$ cat config.mk
export PLATFORM = sky130hd
export DESIGN_NAME = cordic_lut_sequencer
export DESIGN_NICKNAME = d
export VERILOG_FILES = /design/src/rtl/cordic_lut_sequencer.sv
export SDC_FILE = /design/constraint.sdc
export NUM_CORES = 1
export LEC_CHECK = 0
export ABC_AREA = 1
export CORE_ASPECT_RATIO = 1.4
export CORE_MARGIN = 4
export CORE_UTILIZATION = 40
export CTS_CLUSTER_DIAMETER = 120
export DETAILED_ROUTE_END_ITERATION = 10
export PLACE_DENSITY = 0.78
export SETUP_SLACK_MARGIN = 0.05
export SYNTH_ARGS = -nofsm -noshare
export SYNTH_HDL_FRONTEND = slang
export SYNTH_SLANG_ARGS = --single-unit
$ cat constraint.sdc
create_clock -name clk -period 3.9 [get_ports clk]
set_input_delay 1.17 -clock clk [delete_from_list [all_inputs] [get_ports clk]]
set_output_delay 1.17 -clock clk [all_outputs]
set_load 0.005 [all_outputs]
$ cat src/rtl/cordic_lut_sequencer.sv
// rtl/cordic_lut_sequencer.sv - streams arctan(2^-i) ROM words to the CORDIC Z-datapath
// Optional abort input enabled by defining LUT_SEQ_ABORT_EN.
module cordic_lut_sequencer #(
  parameter int W  = 64,
  parameter int AW = 5
) (
  input  logic          clk,
  input  logic          rst,
  input  logic          beg_seq,
  input  logic [AW-1:0] iter_last,
`ifdef LUT_SEQ_ABORT_EN
  input  logic          abort,
`endif
  output logic          rom_enable,
  output logic [AW-1:0] rom_address,
  input  logic [W-1:0]  rom_data,
  output logic [W-1:0]  angle_out,
  output logic          angle_valid,
  input  logic          angle_ready,
  output logic [AW-1:0] angle_idx,
  output logic          angle_last,
  output logic          busy,
  output logic          done
);

  typedef enum logic [2:0] {IDLE, FETCH, LOAD, PRESENT, DONE} state_t;

  state_t        state, state_d;
  logic [AW-1:0] idx, idx_d;
  logic [AW-1:0] last_q, last_d;
  logic          rom_enable_d;
  logic [AW-1:0] rom_address_d;
  logic [W-1:0]  angle_out_d;
  logic          angle_valid_d;
  logic [AW-1:0] angle_idx_d;
  logic          angle_last_d;
  logic          busy_d;
  logic          done_d;

  // Outputs are computed one cycle ahead so every port comes straight from a flop.
  always_comb begin
    state_d       = state;
    idx_d         = idx;
    last_d        = last_q;
    rom_enable_d  = 1'b0;
    rom_address_d = rom_address;
    angle_out_d   = angle_out;
    angle_valid_d = angle_valid;
    angle_idx_d   = angle_idx;
    angle_last_d  = angle_last;
    done_d        = 1'b0;

    case (state)
      IDLE: begin
        if (beg_seq) begin
          last_d        = iter_last;
          idx_d         = '0;
          rom_enable_d  = 1'b1;
          rom_address_d = '0;
          state_d       = FETCH;
        end
      end
      FETCH: state_d = LOAD;
      LOAD: begin
        // The ROM word is only meaningful here; elsewhere it reads back as zero.
        angle_out_d   = rom_data;
        angle_idx_d   = idx;
        angle_last_d  = (idx == last_q);
        angle_valid_d = 1'b1;
        state_d       = PRESENT;
      end
      PRESENT: begin
        if (angle_ready) begin
          angle_valid_d = 1'b0;
          if (angle_last) begin
            done_d  = 1'b1;
            state_d = DONE;
          end else begin
            idx_d         = idx + 1'b1;
            rom_enable_d  = 1'b1;
            rom_address_d = idx + 1'b1;
            state_d       = FETCH;
          end
        end
      end
      DONE:    state_d = IDLE;
      default: state_d = IDLE;
    endcase

`ifdef LUT_SEQ_ABORT_EN
    if (abort && state != IDLE) begin
      state_d       = IDLE;
      angle_valid_d = 1'b0;
      rom_enable_d  = 1'b0;
      done_d        = 1'b0;
    end
`endif

    busy_d = (state_d != IDLE);
  end

  always_ff @(posedge clk or posedge rst) begin
    if (rst) begin
      state       <= IDLE;
      idx         <= '0;
      last_q      <= '0;
      rom_enable  <= 1'b0;
      rom_address <= '0;
      angle_out   <= '0;
      angle_valid <= 1'b0;
      angle_idx   <= '0;
      angle_last  <= 1'b0;
      busy        <= 1'b0;
      done        <= 1'b0;
    end else begin
      state       <= state_d;
      idx         <= idx_d;
      last_q      <= last_d;
      rom_enable  <= rom_enable_d;
      rom_address <= rom_address_d;
      angle_out   <= angle_out_d;
      angle_valid <= angle_valid_d;
      angle_idx   <= angle_idx_d;
      angle_last  <= angle_last_d;
      busy        <= busy_d;
      done        <= done_d;
    end
  end

endmodule

==> summary.md, run 1 <==
| Metric | Value |
|---|---|
| Largest net degree at the start of global routing | between 60 and 70 |
| CP startpoint kind | flip-flop |
| Critical path's slowest cell | clkdlybuf4s50_1 |
| CP arrival | 1.38 ns |
| Most common cell after layout, fill and taps aside | nand2_1 |
| Yosys reg bits | 87 |
| Pleak | 2.67 nW |
| Critical path cell sequence | clkdlybuf4s50_1 |
| Syn Inst Count | 407 |
| Gate power share | 0.436 |
| Normalized max-slew margin | 0.524 |
| Hold Path End | angle_out[33]$_DFFE_PP0P_ |
| Post-DP HPWL | 7.11 mm |
| Post-synth top area share | 0.608 |
| Fin cells | 658 |
| Int Pwr | 0.00279 W |
| CTS H-tree depth | 3 |
| Status | finished clean |
| GRT Residual Overflow | 0 |
| Final net count | 623 |
| Clock Path Buffers | 2 |
| Final worst clock skew | 0.00760 ns |
| Pwr dens | approximately 800 mW/mm^2 |
| Min-Delay Path Class | flip-flop to flip-flop |
| Vias per cell | 5.01 |
| Root buf cell | clkbuf_16 |
| Fmax | 392 MHz |
| Final Slew Violations | 0 |
| Syn avg cell area | 8.80 sq um |
| Crit-path max cell delay | 0.56 ns |
| Routed WL | 10.1 mm |
| Top post-synthesis cells by area | dfrtp_1 (61%), nand2_1 (17%), nand3_1 (11%), buf_2 (2.2%), inv_1 (1.8%) |
| Post-CTS Setup Bufs | 0 |
| Routed WL per cell | 15.4 microns |
| TNS Setup | 0 ns |
| Global Route Usage Sum | 0.196 |
| CTS clk-pin slew, worst paths | 0.06 ns |
| Initial core utilization | 0.414 |
| Placed cells | 643 |
| Reg power frac | 0.357 |
| Reg2Reg Launch Point | state[2]$_DFF_PP0_ |
| Xor-xnor portion of the synthesized cell area | 0.00245 |
| Layout cells sized above 1 | 0.0434 |
| DIE AREA | roughly 0.011 sq mm |
| CTS sink cnt | 87 |
| Post-synth EDFFs | 0 |
| Die Height | around 120 microns |
| Hold-fix buffer count after cts | 0 |
| CTS tree | yes |
| Worst Path Class, Setup | flip-flop to output port |
| Most frequent cells in the layout | nand2_1 (165), clkdlybuf4s50_1 (151), dfrtp_1 (86), nand3_1 (77), inv_1 (16) |
| First-pass GRT wire length | 16.2 mm |
| Syn_nets | 481 |
| Crit path max-delay family | buffers and inverters |
| Initial antenna violation count | 0 |
| DR pass1 iterations | 5 |
| Vias in the first global route | around 3,300 |
| Core area | between 0.008 and 0.009 sq mm |
| Die Span X | 88.0 microns |
| R2R Setup Slk | roughly 1.8 ns |
| Clk Latency, worst-skew pair | ~0.33 ns |
| Area delta synth->final | 52.1% |
| Cts bufs inserted | 9 |
| Complex-gate fraction of the synthesized area | 0.0182 |
| Critical Path RT | 2.73 ns |
| Tcrit/Tclk final | 0.654 |
| Max-cap violations | 0 |
| Fillers | a little under 700 |
| Share of synthesized area spent on multiplexers | 0 |
| Seq/Total Area, Yosys | 0.608 |
| Worst slew pin tran | 0.714 ns |
| Drt drc | 0 |
| DRT iter0 DRCs | 167 |
| ANT cells | 0 |
| Final setup violation count | 0 |
| RSZ-0062 raised after global routing | no |
| DR vias | 3,299 |
| Num rows | 40 |
| Ports | 152 |
| Gp weighted congestion | 0.859 |
| Adder-cell area share of the yosys netlist | 0.00349 |
| Total power draw | 0.00427 W |
| Net Sw Power | 0.00148 W |
| PortBufs | 151 |
| Crit Path Max Fanout | 8 |
| Fraction of registers with async set/reset | 1.00 |
| Post-CTS Resized | 0 |
| Top_reg_cell synth | dfrtp_1 |
| Final Hold Fails | 0 |
| Dominant cell type by area after synthesis | dfrtp_1 |
| Reg2Reg Depth | 6 |
| Clock share of power | 0.207 |
| Mapped cell area | 0.00358 sq mm |
| Simple-gate area share of the yosys netlist | 0.314 |
| Sw Share | 0.346 |
| Largest family of logic cells by synthesized area | simple AND/OR/NAND/NOR gates |
| Worst R2R End | idx[4]$_DFFE_PP0P_ |
| Hold-critical path depth | 2 |
| Tmin final | approximately 2.6 ns |
| Worst path bufs/invs | 1 |
| Worst Setup End Kind | output port |
| Synth cell types | 18 |
| Final antenna-violating net count | 0 |
| Min-delay src | angle_out[33]$_DFFE_PP0P_ |
| Max IR drop VDD | 423 uV |
| Yosys warnings | 0 |
power by group through the flow:
stage	Sequential, W	Combinational (W)	Clock, W
finish	0.00152	0.00186	0.000883
global route	0.00157	0.00207	0.000953
CTS	0.00152	0.00189	0.000903
detailed placement	0.00154	0.00188	0
global placement	0.00152	0.00184	0
floorplan	0.00155	0.000867	0
routing by layer:
layer / GRT usage / up-vias / part of all wire
met5: 0 / - / 0
met4: 0.0950 / 0 / 0.032
met3: 0.0398 / 29 / 0.072
met2: 0.318 / 140 / 0.50
met1: 0.246 / 1556 / 0.40
li1: - / 1574 / -
per-stage QoR:
stage | setup slack (ns) | cell area, sq um | hold WS [ns] | utilization
final | 1.35 | 5450 | 0.466 | 0.629
after global routing | 1.29 | 5450 | 0.486 | 0.629
after CTS | 1.34 | 5450 | 0.472 | 0.629
after detailed placement | 1.47 | 5140 | 0.459 | 0.594
after global placement | 1.51 | 5140 | 0.453 | 0.594
after floorplan | 0.480 | 3580 | 0.465 | -
layout make-up:
cell class,instances,area (sq um),share of cell area
clock inverter,3,68.8,0.0126
multi-input combinational,279,1210,0.222
sequential,87,2180,0.400
clock buffer,12,236,0.0434
timing repair buffer,155,1550,0.285
inverter,17,65.1,0.0119
tap,105,131,0.0241
state kept, by name, indices dropped and copies added, names as in the netlist:
name and count:
rom_enable 1, done 1, angle_idx 5, angle_valid 1, state 3, angle_out 64
idx 5, angle_last 1, last_q 5, busy 1
cells by family after synthesis:
kind of cell             Yosys count
AND/OR/NAND/NOR                  264
AO/OA/AOI/OAI                     13
XOR/XNOR                           1
adder cells (fa/ha/maj)            1
buffers and inverters             41
flip-flops                        87
worst max-delay path by stage:
stage | from | to | slack (ns) | depth (start not counted)
floorplan | rst | angle_idx[0]$_DFFE_PP0P_ | 0.48 | 1
global placement | beg_seq | idx[2]$_DFFE_PP0P_ | 1.51 | 5
detailed placement | beg_seq | idx[4]$_DFFE_PP0P_ | 1.47 | 5
CTS | idx[2]$_DFFE_PP0P_ | rom_address[2] | 1.34 | 1
global route | idx[2]$_DFFE_PP0P_ | rom_address[2] | 1.29 | 1
finish | idx[2]$_DFFE_PP0P_ | rom_address[2] | 1.35 | 1
synth_stat cells, types with 3 or more instances:
| cell type | n |
|---|---|
| a21oi_1 | 5 |
| buf_2 | 16 |
| buf_4 | 5 |
| dfrtp_1 | 87 |
| inv_1 | 17 |
| nand2_1 | 165 |
| nand2_2 | 3 |
| nand3_1 | 77 |
| nor2_1 | 13 |
| o21ai_0 | 8 |
Note: power is estimated with default switching activity, not from simulation.
==> inputs of run 2 (changes only) <==
==> constraint.sdc (replaced) <==
create_clock -name clk -period 2.4 [get_ports clk]
set_input_delay 0.72 -clock clk [delete_from_list [all_inputs] [get_ports clk]]
set_output_delay 0.72 -clock clk [all_outputs]
set_load 0.005 [all_outputs]
==> run 2 against run 1 <==
  * Power grew 59%
  * Largest cell class unchanged
  * Count of clock-buffer cells in the layout grew 1
  * Global-route usage shrank 0.42 points
  * Design area shrank 0.18%
  * Clock power grew 45%
==> summary.md, run 2 (synthesis results as in run 1) <==
| Metric | Value |
|---|---|
| Num rows | 40 (unchanged) |
| Hold Path End | angle_out[58]$_DFFE_PP0P_ |
| Area delta synth->final | 51.8% |
| Critical Path RT | 1.68 ns (-1.05 ns) |
| Initial core utilization | 0.414 (unchanged) |
| Crit-path max cell delay | 0.57 ns (about the same) |
| CTS clk-pin slew, worst paths | 0.06 ns (about the same) |
| Fin cells | 661 (+0.46%) |
| Final setup violation count | 0 (unchanged) |
| Number of flip-flops in the largest register | 64 (unchanged) |
| Crit path max-delay family | buffers and inverters |
| Root buf cell | clkbuf_16 |
| Vias per cell | 4.87 (-2.8%) |
| CTS tree | yes |
| TNS Setup | 0 ns (unchanged) |
| ANT cells | 0 (unchanged) |
| Routed WL per cell | 14.9 microns (-3.0%) |
| Final Slew Violations | 0 (unchanged) |
| DIE AREA | 0.0106 sq mm (unchanged) |
| Final Hold Fails | 0 (unchanged) |
| Die Span X | 88.0 microns (unchanged) |
| Core area | 0.00866 sq mm (unchanged) |
| Post-CTS Setup Bufs | 0 (unchanged) |
| Fmax | 475 MHz |
| Tmin final | 2.11 ns |
| Largest net degree at the start of global routing | 88 (+28%) |
| Global Route Usage Sum | 0.192 (-0.00418) |
| Fillers | 736 (+7.8%) |
| Final worst clock skew | 0.00332 ns (-0.00428 ns) |
| Cts bufs inserted | 9 (unchanged) |
| Drt drc | 0 (unchanged) |
| Gp weighted congestion | 0.862 (+0.40%) |
| Initial antenna violation count | 0 (unchanged) |
| Crit Path Max Fanout | 8 (unchanged) |
| CP startpoint kind | flip-flop |
| Reg2Reg Depth | 6 (unchanged) |
| Hold-fix buffer count after cts | 0 (unchanged) |
| Placed cells | 645 (+0.31%) |
| CTS sink cnt | 87 (unchanged) |
| Reg2Reg Launch Point | state[2]$_DFF_PP0_ |
| Worst path bufs/invs | 1 (unchanged) |
| Layout cells sized above 1 | 0.0504 (+0.00696) |
| RSZ-0062 raised after global routing | no |
| DR pass1 iterations | 4 (-1) |
| Hold-critical path depth | 2 (unchanged) |
| Hold WS | 0.466 ns (-0.000487 ns) |
| First-pass GRT wire length | 15.9 mm (-1.5%) |
| Vias in the first global route | 3,221 (-1.7%) |
| Die Height | 120 microns (unchanged) |
| Tcrit/Tclk final | 0.877 |
| Pleak | 2.66 nW (-0.21%) |
| Post-CTS Resized | 0 (unchanged) |
| Normalized max-slew margin | 0.562 (+0.0375) |
| PortBufs | 151 (unchanged) |
| Max-cap violations | 0 (unchanged) |
| Status | finished clean |
| Pwr dens | 1250 mW/mm^2 (+59%) |
| Critical path cell sequence | clkdlybuf4s50_1 |
| Worst Setup End Kind | output port |
| Final net count | 625 (+0.32%) |
| Most frequent cells in the layout | nand2_1 (165), clkdlybuf4s50_1 (151), dfrtp_1 (86), nand3_1 (77), inv_1 (16) |
| Post-DP HPWL | 6.94 mm (-2.3%) |
| CP arrival | 1.39 ns (about the same) |
| Routed WL | 9.86 mm (-2.5%) |
| Min-delay src | angle_out[58]$_DFFE_PP0P_ |
| Clock Path Buffers | 2 (unchanged) |
| Ports | 152 (unchanged) |
| CTS H-tree depth | 3 (unchanged) |
| Critical path's slowest cell | clkdlybuf4s50_1 |
| DR vias | 3,222 (-2.3%) |
| Worst R2R End | idx[4]$_DFFE_PP0P_ |
| Worst slew pin tran | 0.658 ns (-0.0563 ns) |
| DRT iter0 DRCs | 145 (-13%) |
| Max IR drop VDD | 689 uV (+63%) |
| Worst Path Class, Setup | flip-flop to output port |
| Final antenna-violating net count | 0 (unchanged) |
| R2R Setup Slk | 0.58 ns (-1.22 ns) |
| Largest register by flop count | angle_out |
| Clk Latency, worst-skew pair | 0.33 ns (about the same) |
| Most common cell after layout, fill and taps aside | nand2_1 |
| Min-Delay Path Class | flip-flop to flip-flop |
| GRT Residual Overflow | 0 (unchanged) |
## run 2: through the flow
stage / utilization / instance area [sq um] / worst slack (ns) / power (W)
6_report: 0.628 / 5440 / 0.294 / 0.00678
5_1_grt: 0.628 / 5440 / 0.243 / 0.00733
4_1_cts: 0.628 / 5440 / 0.270 / 0.00688
3_5_place_dp: 0.596 / 5160 / 0.395 / 0.00557
3_3_place_gp: 0.596 / 5160 / 0.465 / 0.00547
2_1_floorplan: - / 3580 / 0.672 / 0.00392
## run 2: final cells by class
cell class                      count  area [sq um]  area share
Timing Repair Buffer              157          1570       0.289
Tap cell                          105           131      0.0242
Sequential cell                    87          2180       0.401
Clock buffer                       13           260      0.0479
Multi-Input combinational cell    279          1210       0.223
Inverter                           17          67.6      0.0124
Clock inverter                      3          17.5     0.00322
## run 2: how the worst max path moves through the flow
stage | startpoint | endpoint | slack [ns] | depth (start not counted)
6_report | idx[2]$_DFFE_PP0P_ | rom_address[2] | 0.29 | 1
4_1_cts | idx[2]$_DFFE_PP0P_ | rom_address[2] | 0.27 | 1
3_5_place_dp | beg_seq | idx[4]$_DFFE_PP0P_ | 0.39 | 5
5_1_grt | idx[2]$_DFFE_PP0P_ | rom_address[2] | 0.24 | 1
3_3_place_gp | beg_seq | idx[4]$_DFFE_PP0P_ | 0.46 | 5
2_1_floorplan | rst | angle_idx[0]$_DFFE_PP0P_ | 0.67 | 1
## run 2: routing by layer
layer,vias up,global-route usage,routed length (microns)
li1,1572,-,-
met1,1515,0.247,4050
met2,117,0.307,4850
met3,18,0.0522,763
met4,0,0.0710,201
met5,-,0,0
## run 2: power by group
part           switching, W  internal, W
registers          0.000362      0.00212
logic               0.00149      0.00153
clock network      0.000526     0.000755
total               0.00238      0.00440
## run 2: worst register-to-register path, delay by kind of cell (launching register included)
family        cells  cell delay [ns]
buf+inv           1             0.34
flops             1             0.47
simple gates      5             0.95
==> inputs of run 3 (changes only) <==
--- a/config.mk
+++ b/config.mk
@@ -11,7 +11,9 @@
 export CORE_UTILIZATION = 40
 export CTS_CLUSTER_DIAMETER = 120
 export DETAILED_ROUTE_END_ITERATION = 10
+export MAX_ROUTING_LAYER = met4
 export PLACE_DENSITY = 0.78
+export REMOVE_ABC_BUFFERS = 1
 export SETUP_SLACK_MARGIN = 0.05
 export SYNTH_ARGS = -nofsm -noshare
 export SYNTH_HDL_FRONTEND = slang
==> run 3 against run 2 <==
  * Combinational power down 2%
  * Design area grew 0.28%
  * Maximum frequency shrank 0.53%
  * Wire length is 2.4% higher
  * Largest power group unchanged
==> summary.md, run 3 (synthesis results as in run 1) <==
| Metric | Value |
|---|---|
| Reg power frac | 0.372 (+0.007) |
| First-pass GRT wire length | 16.2 mm (+1.7%) |
| Pleak | 2.68 nW (+0.73%) |
| Critical Path RT | 1.68 ns (about the same) |
| CTS sink cnt | 87 (unchanged) |
| Normalized max-slew margin | 0.553 (-0.00880) |
| Initial core utilization | 0.414 (unchanged) |
| Post-CTS Resized | 0 (unchanged) |
| Final antenna-violating net count | 0 (unchanged) |
| ANT cells | 0 (unchanged) |
| Net Sw Power | 0.00239 W (+0.48%) |
| Int Pwr | 0.00446 W (+1.2%) |
| Routed WL | 10.1 mm (+2.4%) |
| Final Slew Violations | 0 (unchanged) |
| Initial antenna violation count | 0 (unchanged) |
| Tmin final | 2.12 ns (+0.0112 ns) |
| Most common cell after layout, fill and taps aside | nand2_1 |
| Largest net degree at the start of global routing | 88 (unchanged) |
| Min-Delay Path Class | flip-flop to flip-flop |
| Max IR drop VDD | 716 uV (+4.0%) |
| CP arrival | 1.40 ns (about the same) |
| Area delta synth->final | 52.2% |
| Ports | 152 (unchanged) |
| Global Route Usage Sum | 0.201 (+0.00872) |
| Vias in the first global route | 3,342 (+3.8%) |
| DR pass1 iterations | 4 (unchanged) |
| Critical path cell sequence | clkdlybuf4s50_1 |
| RSZ-0062 raised after global routing | no |
| Hold WS | 0.471 ns (+0.00492 ns) |
| Drt drc | 0 (unchanged) |
| Final setup violation count | 0 (unchanged) |
| TNS Setup | 0 ns (unchanged) |
| Fin cells | 661 (unchanged) |
| Total power draw | 0.00685 W (+0.93%) |
| Die Span X | 88.0 microns (unchanged) |
| Root buf cell | clkbuf_16 |
| Cts bufs inserted | 9 (unchanged) |
| Final net count | 625 (unchanged) |
| Post-CTS Setup Bufs | 0 (unchanged) |
| Most frequent cells in the layout | nand2_1 (165), clkdlybuf4s50_1 (151), dfrtp_1 (86), nand3_1 (77), inv_1 (16) |
| DRT iter0 DRCs | 153 (+5.5%) |
| Crit Path Max Fanout | 8 (unchanged) |
| Die Height | 120 microns (unchanged) |
| Status | finished clean |
| Worst slew pin tran | 0.671 ns (+0.0132 ns) |
| DR vias | 3,249 (+0.84%) |
| Fin util | 0.629 (+0.00173) |
| Crit path max-delay family | buffers and inverters |
| Fmax | 472 MHz (-0.53%) |
| CTS tree | yes |
| Crit-path max cell delay | 0.56 ns (about the same) |
| Clk Latency, worst-skew pair | 0.33 ns (about the same) |
| Number of flip-flops in the largest register | 64 (unchanged) |
| Largest register by flop count | angle_out |
| Layout cells sized above 1 | 0.0540 (+0.00360) |
| Routed WL per cell | 15.3 microns (+2.4%) |
| Vias per cell | 4.92 (+0.84%) |
| Gate power share | 0.433 (-0.013) |
| Worst path bufs/invs | 1 (unchanged) |
| Hold-fix buffer count after cts | 0 (unchanged) |
| Critical path's slowest cell | clkdlybuf4s50_1 |
| Final Hold Fails | 0 (unchanged) |
| Clock Path Buffers | 2 (unchanged) |
| Max-cap violations | 0 (unchanged) |
| Gp weighted congestion | 0.794 (-7.9%) |
| CTS clk-pin slew, worst paths | 0.06 ns (about the same) |
| PortBufs | 151 (unchanged) |
| Clock share of power | 0.195 (+0.006) |
| Final worst clock skew | 0.00528 ns (+0.00195 ns) |
| CTS H-tree depth | 3 (unchanged) |
| Sw Share | 0.349 (-0.00156) |
| Worst Path Class, Setup | flip-flop to output port |
| Num rows | 40 (unchanged) |
| DIE AREA | 0.0106 sq mm (unchanged) |
| Pwr dens | 1260 mW/mm^2 (+0.65%) |
| CP startpoint kind | flip-flop |
| Fillers | 734 (-0.27%) |
| Post-DP HPWL | 7.17 mm (+3.3%) |
| Placed cells | 645 (unchanged) |
| Core area | 0.00866 sq mm (unchanged) |
| Worst Setup End Kind | output port |
| GRT Residual Overflow | 0 (unchanged) |
| Tcrit/Tclk final | 0.882 (+0.00466) |
-- run 3: changes by cell type in the layout (fill, tap and decap cells not counted), sizes merged --
| cell | before | now |
|---|---|---|
| clkinv | 2 | 4 |
| clkinvlp | 2 | 0 |
-- run 3: routing by layer --
layer / vias up / GRT usage / wire [microns]
met5: - / - / 0
met4: 0 / 0.0749 / 195
met3: 14 / 0.0309 / 533
met2: 96 / 0.344 / 5330
met1: 1558 / 0.235 / 4040
li1: 1581 / - / -
-- run 3: cell type report --
type                       count  area (sq um)  area share
clock buffer                  13           280      0.0514
clock inverter                 3          15.0     0.00275
inverter                      17          65.1      0.0119
multi-input combinational    279          1210       0.222
sequential                    87          2180       0.400
tap                          105           131      0.0241
timing repair buffer         157          1570       0.288
-- run 3: worst paths after layout --
path | startpoint | to | slack, ns | depth (start not counted)
hold reg to reg | angle_out[56]$_DFFE_PP0P_ | angle_out[56]$_DFFE_PP0P_ | 0.47 | 2
hold / removal | angle_out[56]$_DFFE_PP0P_ | angle_out[56]$_DFFE_PP0P_ | 0.47 | 2
max in group asynchronous | rst | angle_out[32]$_DFFE_PP0P_ | 1.22 | 3
setup / recovery | idx[2]$_DFFE_PP0P_ | rom_address[2] | 0.28 | 1
min in group asynchronous | rst | angle_out[55]$_DFFE_PP0P_ | 0.81 | 3
setup reg to reg | state[1]$_DFF_PP0_ | idx[0]$_DFFE_PP0P_ | 0.67 | 6
-- run 3: stage by stage --
stage	setup WS (ns)	cell area, sq um
6_report	0.283	5450
5_1_grt	0.217	5450
4_1_cts	0.279	5450
3_5_place_dp	0.413	5150
3_3_place_gp	0.473	5150
2_1_floorplan	-0.570	3450
-- run 3: power groups by stage --
stage,sequential (W),clock [W],combinational (W)
floorplan,0.00260,0,0.00115
global placement,0.00254,0,0.00293
detailed placement,0.00257,0,0.00301
CTS,0.00255,0.00137,0.00303
global route,0.00264,0.00142,0.00331
finish,0.00255,0.00133,0.00297
